`config.mk`:
```
export PLATFORM = sky130hd
export DESIGN_NAME = mag_cmp_seq
export DESIGN_NICKNAME = d
export VERILOG_FILES = /design/src/rtl/mag_cmp_pkg.sv /design/src/rtl/nib_cmp4.sv /design/src/rtl/mag_cmp_seq.sv
export SDC_FILE = /design/constraint.sdc
export NUM_CORES = 1
export LEC_CHECK = 0
export CAP_MARGIN = 20
export CELL_PAD_IN_SITES_DETAIL_PLACEMENT = 0
export CELL_PAD_IN_SITES_GLOBAL_PLACEMENT = 1
export CORE_UTILIZATION = 39
export DETAILED_ROUTE_END_ITERATION = 7
export MAX_ROUTING_LAYER = met4
export PLACE_DENSITY = 0.85
export SETUP_SLACK_MARGIN = 0.5
export SLEW_MARGIN = 0
export SYNTH_ARGS = -nofsm -noshare
export SYNTH_HDL_FRONTEND = slang
export SYNTH_SLANG_ARGS = --single-unit
```
`constraint.sdc`:
```
create_clock -name clk -period 8.47 [get_ports clk]
set_input_delay 1.694 -clock clk [delete_from_list [all_inputs] [get_ports clk]]
set_output_delay 1.694 -clock clk [all_outputs]
set_load 0.05 [all_outputs]
```
`src/rtl/mag_cmp_pkg.sv`:
```
// Shared definitions for the sequential nibble-serial magnitude comparator.
package mag_cmp_pkg;

  localparam int NIB_W       = 4;
  localparam int NIBBLES_MIN = 1;
  localparam int NIBBLES_MAX = 8;

  // Wide enough for idx (0..NIBBLES_MAX-1) and for nexam (1..NIBBLES_MAX).
  localparam int IDX_W = 4;

  typedef enum logic {
    IDLE = 1'b0,
    SCAN = 1'b1
  } state_t;

endpackage

```
`src/rtl/nib_cmp4.sv`:
```
// Combinational 4-bit magnitude compare with one-hot gt/eq/lt result.
module nib_cmp4
  import mag_cmp_pkg::*;
(
  input  logic [NIB_W-1:0] x,
  input  logic [NIB_W-1:0] y,
  output logic             gt,
  output logic             eq,
  output logic             lt
);

  assign gt = (x > y);
  assign eq = (x == y);
  assign lt = (x < y);

endmodule

```
`src/rtl/mag_cmp_seq.sv`:
```
// Sequential magnitude comparator: walks latched operands one nibble per
// cycle from the MSB nibble down, stopping at the first differing nibble or
// falling back to the cascade inputs when every nibble matches.
//
//   state | meaning
//   IDLE  | waiting for start; last result held on ogt/oeq/olt/nexam
//   SCAN  | comparing nibble idx of the latched operands, idx counts down
module mag_cmp_seq
  import mag_cmp_pkg::*;
#(
  parameter int NIBBLES = 4
) (
  input  logic                     clk,
  input  logic                     rst,
  input  logic                     start,
  input  logic [NIB_W*NIBBLES-1:0] a,
  input  logic [NIB_W*NIBBLES-1:0] b,
  input  logic                     igt,
  input  logic                     ieq,
  input  logic                     ilt,
  output logic                     busy,
  output logic                     done,
  output logic                     ogt,
  output logic                     oeq,
  output logic                     olt,
  output logic [3:0]               nexam
);

  localparam int W = NIB_W * NIBBLES;

  state_t           state, state_n;
  logic [IDX_W-1:0] idx;
  logic [W-1:0]     a_q, b_q;
  logic             igt_q, ieq_q, ilt_q;

  logic [NIB_W-1:0] nib_a, nib_b;
  logic             n_gt, n_eq, n_lt;

  logic             accept, finish;
  logic             done_n, ogt_n, oeq_n, olt_n;
  logic [3:0]       nexam_n;

  // Select the nibble currently addressed by idx from both latched operands.
  always_comb begin
    nib_a = '0;
    nib_b = '0;
    for (int i = 0; i < NIBBLES; i++) begin
      if (idx == IDX_W'(i)) begin
        nib_a = a_q[i*NIB_W +: NIB_W];
        nib_b = b_q[i*NIB_W +: NIB_W];
      end
    end
  end

  nib_cmp4 u_nib_cmp4 (
    .x  (nib_a),
    .y  (nib_b),
    .gt (n_gt),
    .eq (n_eq),
    .lt (n_lt)
  );

  assign accept = (state == IDLE) && start;
  assign finish = (state == SCAN) && (!n_eq || (idx == '0));

  // State register plus the operand/result registers it sequences.
  always_ff @(posedge clk) begin
    if (rst) begin
      state <= IDLE;
      idx   <= '0;
      a_q   <= '0;
      b_q   <= '0;
      igt_q <= 1'b0;
      ieq_q <= 1'b0;
      ilt_q <= 1'b0;
      done  <= 1'b0;
      ogt   <= 1'b0;
      oeq   <= 1'b0;
      olt   <= 1'b0;
      nexam <= '0;
    end else begin
      state <= state_n;
      if (accept) begin
        a_q   <= a;
        b_q   <= b;
        igt_q <= igt;
        ieq_q <= ieq;
        ilt_q <= ilt;
        idx   <= IDX_W'(NIBBLES - 1);
      end else if ((state == SCAN) && !finish) begin
        idx <= idx - 1'b1;
      end
      done  <= done_n;
      ogt   <= ogt_n;
      oeq   <= oeq_n;
      olt   <= olt_n;
      nexam <= nexam_n;
    end
  end

  // Next-state decode.
  always_comb begin
    state_n = state;
    case (state)
      IDLE:    if (start)  state_n = SCAN;
      SCAN:    if (finish) state_n = IDLE;
      default: state_n = IDLE;
    endcase
  end

  // Next values of the registered result; these only move on a terminating edge.
  always_comb begin
    done_n  = finish;
    ogt_n   = ogt;
    oeq_n   = oeq;
    olt_n   = olt;
    nexam_n = nexam;
    if (finish) begin
      nexam_n = 4'(NIBBLES) - idx;
      if (!n_eq) begin
        ogt_n = n_gt;
        oeq_n = 1'b0;
        olt_n = n_lt;
      end else begin
        ogt_n = ~ieq_q & ~ilt_q;
        oeq_n = ieq_q;
        olt_n = ~ieq_q & ~igt_q;
      end
    end
  end

  assign busy = (state == SCAN);

endmodule

```
==> impl_metrics.py, run 1 <==
metrics = {
    "detailed_routing": {
        "met3WireLength_um": 158,
        "top_layer": "met4",
        "wl_um": 4680,
        "m1WireLength_um": 2308,
        "vias_per_cell": 5.072,
        "drc_errors": 0,
        "drt_first_iter_violations": 74,
        "ant_nets": 0,
        "firstDrtPassIters": 4,
        "vias": 1907,
        "wl_met2_um": 2157,
        "wl_per_cell_um": 12.45,
    },
    "timing": {
        "relSlewSlack_pct": 64.11,
        "setup_violations": 0,
        "skew_ns": 0.002337,
        "rsz0062_at_grt": "no",
        "final_critical_path_setup_slack_ns": 5.088,
        "slew_viol_final": 0,
        "final-hold-violation-count": 0,
        "max_clock_freq_mhz": 295.7,
        "fin_crit_ns": 3.382,
        "worstMarginPinSlew_ns": 0.5361,
        "holdWs_ns": 0.4592,
        "fin_tns_setup_ns": 0,
        "period_share_pct": 39.93,
    },
    "yosys": {
        "seq_area_frac_synth_pct": 44.37,
        "synth_common_cells": "nand2_1 (74), dfxtp_1 (48), a21oi_1 (43)",
        "yosysTopAreaCell": "dfxtp_1",
        "syn-cell-area_um2": 2166,
        "synth-seq-cells": 48,
        "yosysWarnings": 0,
        "async_flop_share_pct": 0,
        "synth_ff_type": "dfxtp_1",
        "synth_nets": 314,
        "syn_inst": 267,
        "yosysTopAreaCellShare_pct": 44.37,
        "synth_cell_types": 37,
        "syn_avg_cell_area_um2": 8.112,
        "synth_area_leaders": "dfxtp_1 (44%), nand2_1 (13%), a21oi_1 (9.9%), ha_1 (5.2%), clkbuf_1 (2.4%)",
        "synth_edf_count": 0,
        "synth_most_common_cell": "nand2_1",
    },
    "die": {
        "die_y_um": 76.52,
        "initial_core_util_pct": 41.35,
        "core-area_um2": 5238,
        "dieWidth_um": 76.52,
        "die-area_um2": 5855,
        "io_pins": 47,
        "fp-row-count": 26,
    },
    "finish": {
        "insertedDiodeCount": 0,
        "n_fill_cell": 522,
        "multi_input_area_um2": 1105,
        "area_growth_pct": 28.25,
        "layout.nets": 352,
        "regArea_um2": 960.9,
        "drive_gt1_share_pct": 6.536,
        "design_area_um2": 2778,
    },
    "clock_tree": {
        "cts_setup_buffers": 0,
        "clk_pin_slew_ns": 0.08,
        "cts_hold_buf": 0,
        "cts_buffer_depth": 2,
        "tritoncts": "built",
        "clock_latency_ns": 0.30,
        "ctsResizeCount": 0,
        "clockRootBuffer": "clkbuf_8",
        "cts_sinks": 48,
        "cts_max_level": 2,
        "cts_buffers": 5,
    },
    "flow_run": {
        "cap_violations": 0,
    },
    "placement": {
        "place_area_um2": 2651,
        "dp_hpwl_um": 3204,
        "port_buffers": 46,
        "gp_congestion": 0.8077,
        "pre_cts_slack_ns": 5.336,
    },
    "global_route": {
        "antenna_found_initial": 0,
        "grt_max_degree": 50,
        "overflow": 0,
        "track_usage_pct": 17.79,
        "grt_pass1_vias": 1804,
        "grt_pass1_wl_um": 8176,
    },
    "critical_path": {
        "r2r_start": "idx[1]",
        "cp_slowest_stage_delay_ns": 0.87,
        "startpoint_type": "flip-flop",
        "crit_chain": "clkdlybuf4s50_1",
        "required_ns": 6.78,
        "path_max_fanout": 8,
        "r2r_slack_ns": 5.29,
        "r2r_end": "nexam[1]",
        "cpMaxStageDelayCell": "clkdlybuf4s50_1",
        "crit_buf_inv": 1,
        "crit_arrival_ns": 1.69,
        "path_class": "reg -> out",
        "cp-end-kind": "output port",
        "rr_worst_depth": 11,
        "critical_path.top_delay_family": "buffers and inverters",
    },
    "pwr": {
        "ir_drop_mv": 0.09713,
        "leakagePower_uw": 0.001046,
        "powerDensity_nw_per_um2": 203.0,
        "power_uw": 563.8,
    },
    "worst_hold_path": {
        "hold_depth": 2,
        "holdPathEnd": "a_q[11]",
        "hold_path_class": "reg -> reg",
        "hold_path.startpoint": "a_q[11]",
    },
    "run_status": {
        "status": "finished, final reports clean",
    },
}
placed cells by master (no fill, tap or decap), types with 2 or more instances in the layout:
master	instances
mux2i_1	2
ha_1	9
a221o_1	4
nor3_1	8
clkdlybuf4s50_1	46
nor3b_1	2
o21ai_0	10
nand2_1	74
dfxtp_1	48
nor3b_2	2
a21oi_1	43
or3_1	2
nand4_1	2
clkbuf_8	7
a211oi_1	3
xor2_1	3
buf_4	4
nor2_1	12
nand2b_1	2
inv_1	2
a221oi_1	4
flip-flops by register name, indices dropped and copies added, names as in the netlist:
signal and cells:
ogt 1, done 1, oeq 1, ieq_q 1, b_q 16, nexam 4
busy 1, a_q 16, igt_q 1, idx 4, ilt_q 1, olt 1
metal layers:
metal	vias up	GRT usage, %
met5	-	-
met1	875	21.61
met3	6	4.192
met2	39	29.19
li1	987	-
met4	0	5.385
stage by stage:
step | cells | util [%]
after floorplan | 267 | -
after global placement | 368 | 50.62
after detailed placement | 368 | 50.62
after CTS | 376 | 53.03
after global routing | 376 | 53.03
final | 376 | 53.03
report_power, final:
part           total [uW]  switching (uW)  internal [uW]
clock network         177            73.3            104
logic                 134            74.2           59.4
registers             253            11.3            241
kinds of logic after synthesis:
family          after synthesis  synth area share, %
buf+inv                      21                4.737
fa+ha+maj                     9                5.199
mux                           2               0.9244
compound gates               70                19.01
flops                        48                44.37
simple gates                113                24.15
xor+xnor                      4                1.618
final cells by class:
class / count / area share, %
clock inverters: 1 / 1.081
well taps: 70 / 3.153
repair buffers: 50 / 17.66
inverters: 2 / 0.2703
clock buffers: 7 / 3.468
multi-input cells: 198 / 39.77
flip-flops and latches: 48 / 34.59
worst max-delay path by stage:
stage,startpoint,end,slack (ns),cells past startpoint
floorplan,idx[0],nexam[0],5.75,13
global placement,start,idx[1],5.43,5
detailed placement,idx[1],nexam[1],5.34,11
CTS,busy,busy,5.10,1
global route,idx[1],nexam[0],5.01,11
finish,busy,busy,5.09,1
(Power assumes the default switching activity.)
==> run 2: changes to the inputs <==
CORE_UTILIZATION = 33   (was 39)
PLACE_DENSITY = 0.77   (was 0.85)
clock period = 3 ns   (was 8.47 ns; I/O delays follow)
==> run 2 against run 1 <==
  * Count of clock-buffer cells in the layout grew 1
  * Global-route usage is 1.2 points lower
  * Via count up 2.2%
  * Register-to-register slack worse by 4.9 ns
  * Clock skew up 0.0050 ns
  * Non-clock buffer count grew 12
  * Routed wire length increased by 11%
  * Final area up 6.7%
  * Clock power increased by 120%
  * Sequential share of layout area fell by 1.8 points
  * Combinational power rose to 3.4 times the previous value
  * Final cell count grew 5.1%
  * Highest routed layer unchanged
==> impl_metrics.py, run 2 (synthesis gave the netlist of run 1 again) <==
metrics = {
    "run_status": {
        "status": "finished, final reports clean",
    },
    "finish": {
        "drive_gt1_share_pct": 13.84,
        "final_cell_mix": "nand2_1 (74), clkdlybuf4s50_1 (46), dfxtp_1 (44)",
        "multi_input_area_um2": 1184,
        "layout_commonest_cell": "nand2_1",
        "regArea_um2": 970.9,
        "layout.nets": 364,
        "insertedDiodeCount": 0,
        "largest_registers": "a_q: 16 flops, b_q: 16 flops",
        "n_fill_cell": 620,
        "area_growth_pct": 36.80,
        "design_area_um2": 2963,
    },
    "clock_tree": {
        "tritoncts": "built",
        "cts_hold_buf": 0,
        "clk_pin_slew_ns": 0.08,
        "cts_sinks": 48,
        "cts_buffers": 5,
        "cts_buffer_depth": 2,
        "clock_latency_ns": 0.30,
        "clockRootBuffer": "clkbuf_8",
        "cts_max_level": 2,
    },
    "die": {
        "fp-row-count": 29,
        "die-area_um2": 6891,
        "core-area_um2": 6350,
        "initial_core_util_pct": 34.11,
        "dieWidth_um": 83.02,
        "io_pins": 47,
        "die_y_um": 83.02,
    },
    "timing": {
        "setup_violations": 0,
        "skew_ns": 0.007297,
        "fin_tns_setup_ns": 0,
        "slew_viol_final": 0,
        "final-hold-violation-count": 0,
        "relSlewSlack_pct": 50.79,
        "max_clock_freq_mhz": 385.1,
        "period_share_pct": 86.55,
        "rsz0062_at_grt": "yes",
        "worstMarginPinSlew_ns": 0.7359,
        "fin_crit_ns": 2.597,
    },
    "detailed_routing": {
        "wl_per_cell_um": 13.12,
        "firstDrtPassIters": 4,
        "ant_nets": 0,
        "drc_errors": 0,
        "drt_first_iter_violations": 154,
        "wl_um": 5181,
        "vias": 1949,
        "vias_per_cell": 4.934,
    },
    "global_route": {
        "grt_pass1_vias": 1875,
        "grt_pass1_wl_um": 8907,
        "grt_max_degree": 23,
        "overflow": 0,
        "antenna_found_initial": 0,
        "track_usage_pct": 16.55,
    },
    "placement": {
        "place_area_um2": 2723,
        "gp_congestion": 0.8243,
        "dp_hpwl_um": 3648,
        "port_buffers": 46,
    },
    "pwr": {
        "ir_drop_mv": 0.1882,
        "powerDensity_nw_per_um2": 526.4,
        "leakagePower_uw": 0.001122,
        "power_uw": 1560,
    },
    "critical_path": {
        "r2r_slack_ns": 0.40,
        "required_ns": 3.20,
        "path_max_fanout": 8,
        "cp-end-kind": "flip-flop",
        "crit_arrival_ns": 2.80,
        "startpoint_type": "flip-flop",
        "path_class": "reg -> reg",
    },
    "flow_run": {
        "cap_violations": 0,
    },
    "worst_hold_path": {
        "hold_path_class": "reg -> reg",
    },
}
-- run 2: changes by cell type in the layout (fill, tap and decap cells not counted), moves of 4 or more --
cell / delta
buf_4: +5
o21ai_1: +7
dfxtp_1: -4
buf_6: +5
o21ai_0: -7
-- run 2: metal layers --
metal / vias up / track usage, % / share of wire (%)
met5: - / - / 0
met4: 0 / 5.486 / 1.4
met3: 6 / 4.076 / 3.8
met2: 44 / 24.22 / 44
met1: 883 / 22.37 / 50
li1: 1016 / - / -
-- run 2: final timing paths --
kind,endpoint,cells after the start,start
max,ogt,13,idx[0]
min reg2reg,a_q[6],2,a_q[6]
min,a_q[6],2,a_q[6]
max reg2reg,ogt,13,idx[0]
-- run 2: cell type report --
class	instances	area share, %
Multi-Input combinational cell	198	39.95
Inverter	2	0.4223
Sequential cell	48	32.77
Clock buffer	8	3.041
Timing Repair Buffer	62	20.57
Tap cell	77	3.252
-- run 2: critical path, stage by stage (launching register included) --
cell and delay (ns):
dfxtp_4 0.37, buf_6 0.12, ha_4 0.16, nor3b_4 0.14, buf_6 0.15, a221o_1 0.29
o21ai_1 0.10, o21ai_1 0.08, ha_1 0.29, and4_4 0.22, a21boi_4 0.16, buf_6 0.15
nor3b_2 0.05, a31o_1 0.21
-- run 2: what timing repair did --
item	4_1_cts	5_1_grt
cloned	1	0
pin swaps	5	5
gates resized for setup	14	8
buffers inserted	6	2
endpoints found under the setup margin	13	13
-- run 2: where the power goes --
part	switching, uW	internal [uW]
registers	34.8	683
clock network	200	188
logic	233	221
total	468	1090
-- run 2: per-stage QoR --
step	instances	utilization (%)	hold WS, ns	setup WS (ns)
3_3_place_gp	378	42.88	0.4458	0.2606
5_1_grt	395	46.66	0.4787	0.2904
4_1_cts	393	45.97	0.4621	0.4507
3_5_place_dp	378	42.88	0.4504	0.2119
2_1_floorplan	267	-	0.4320	0.4629
6_report	395	46.66	0.4574	0.4034
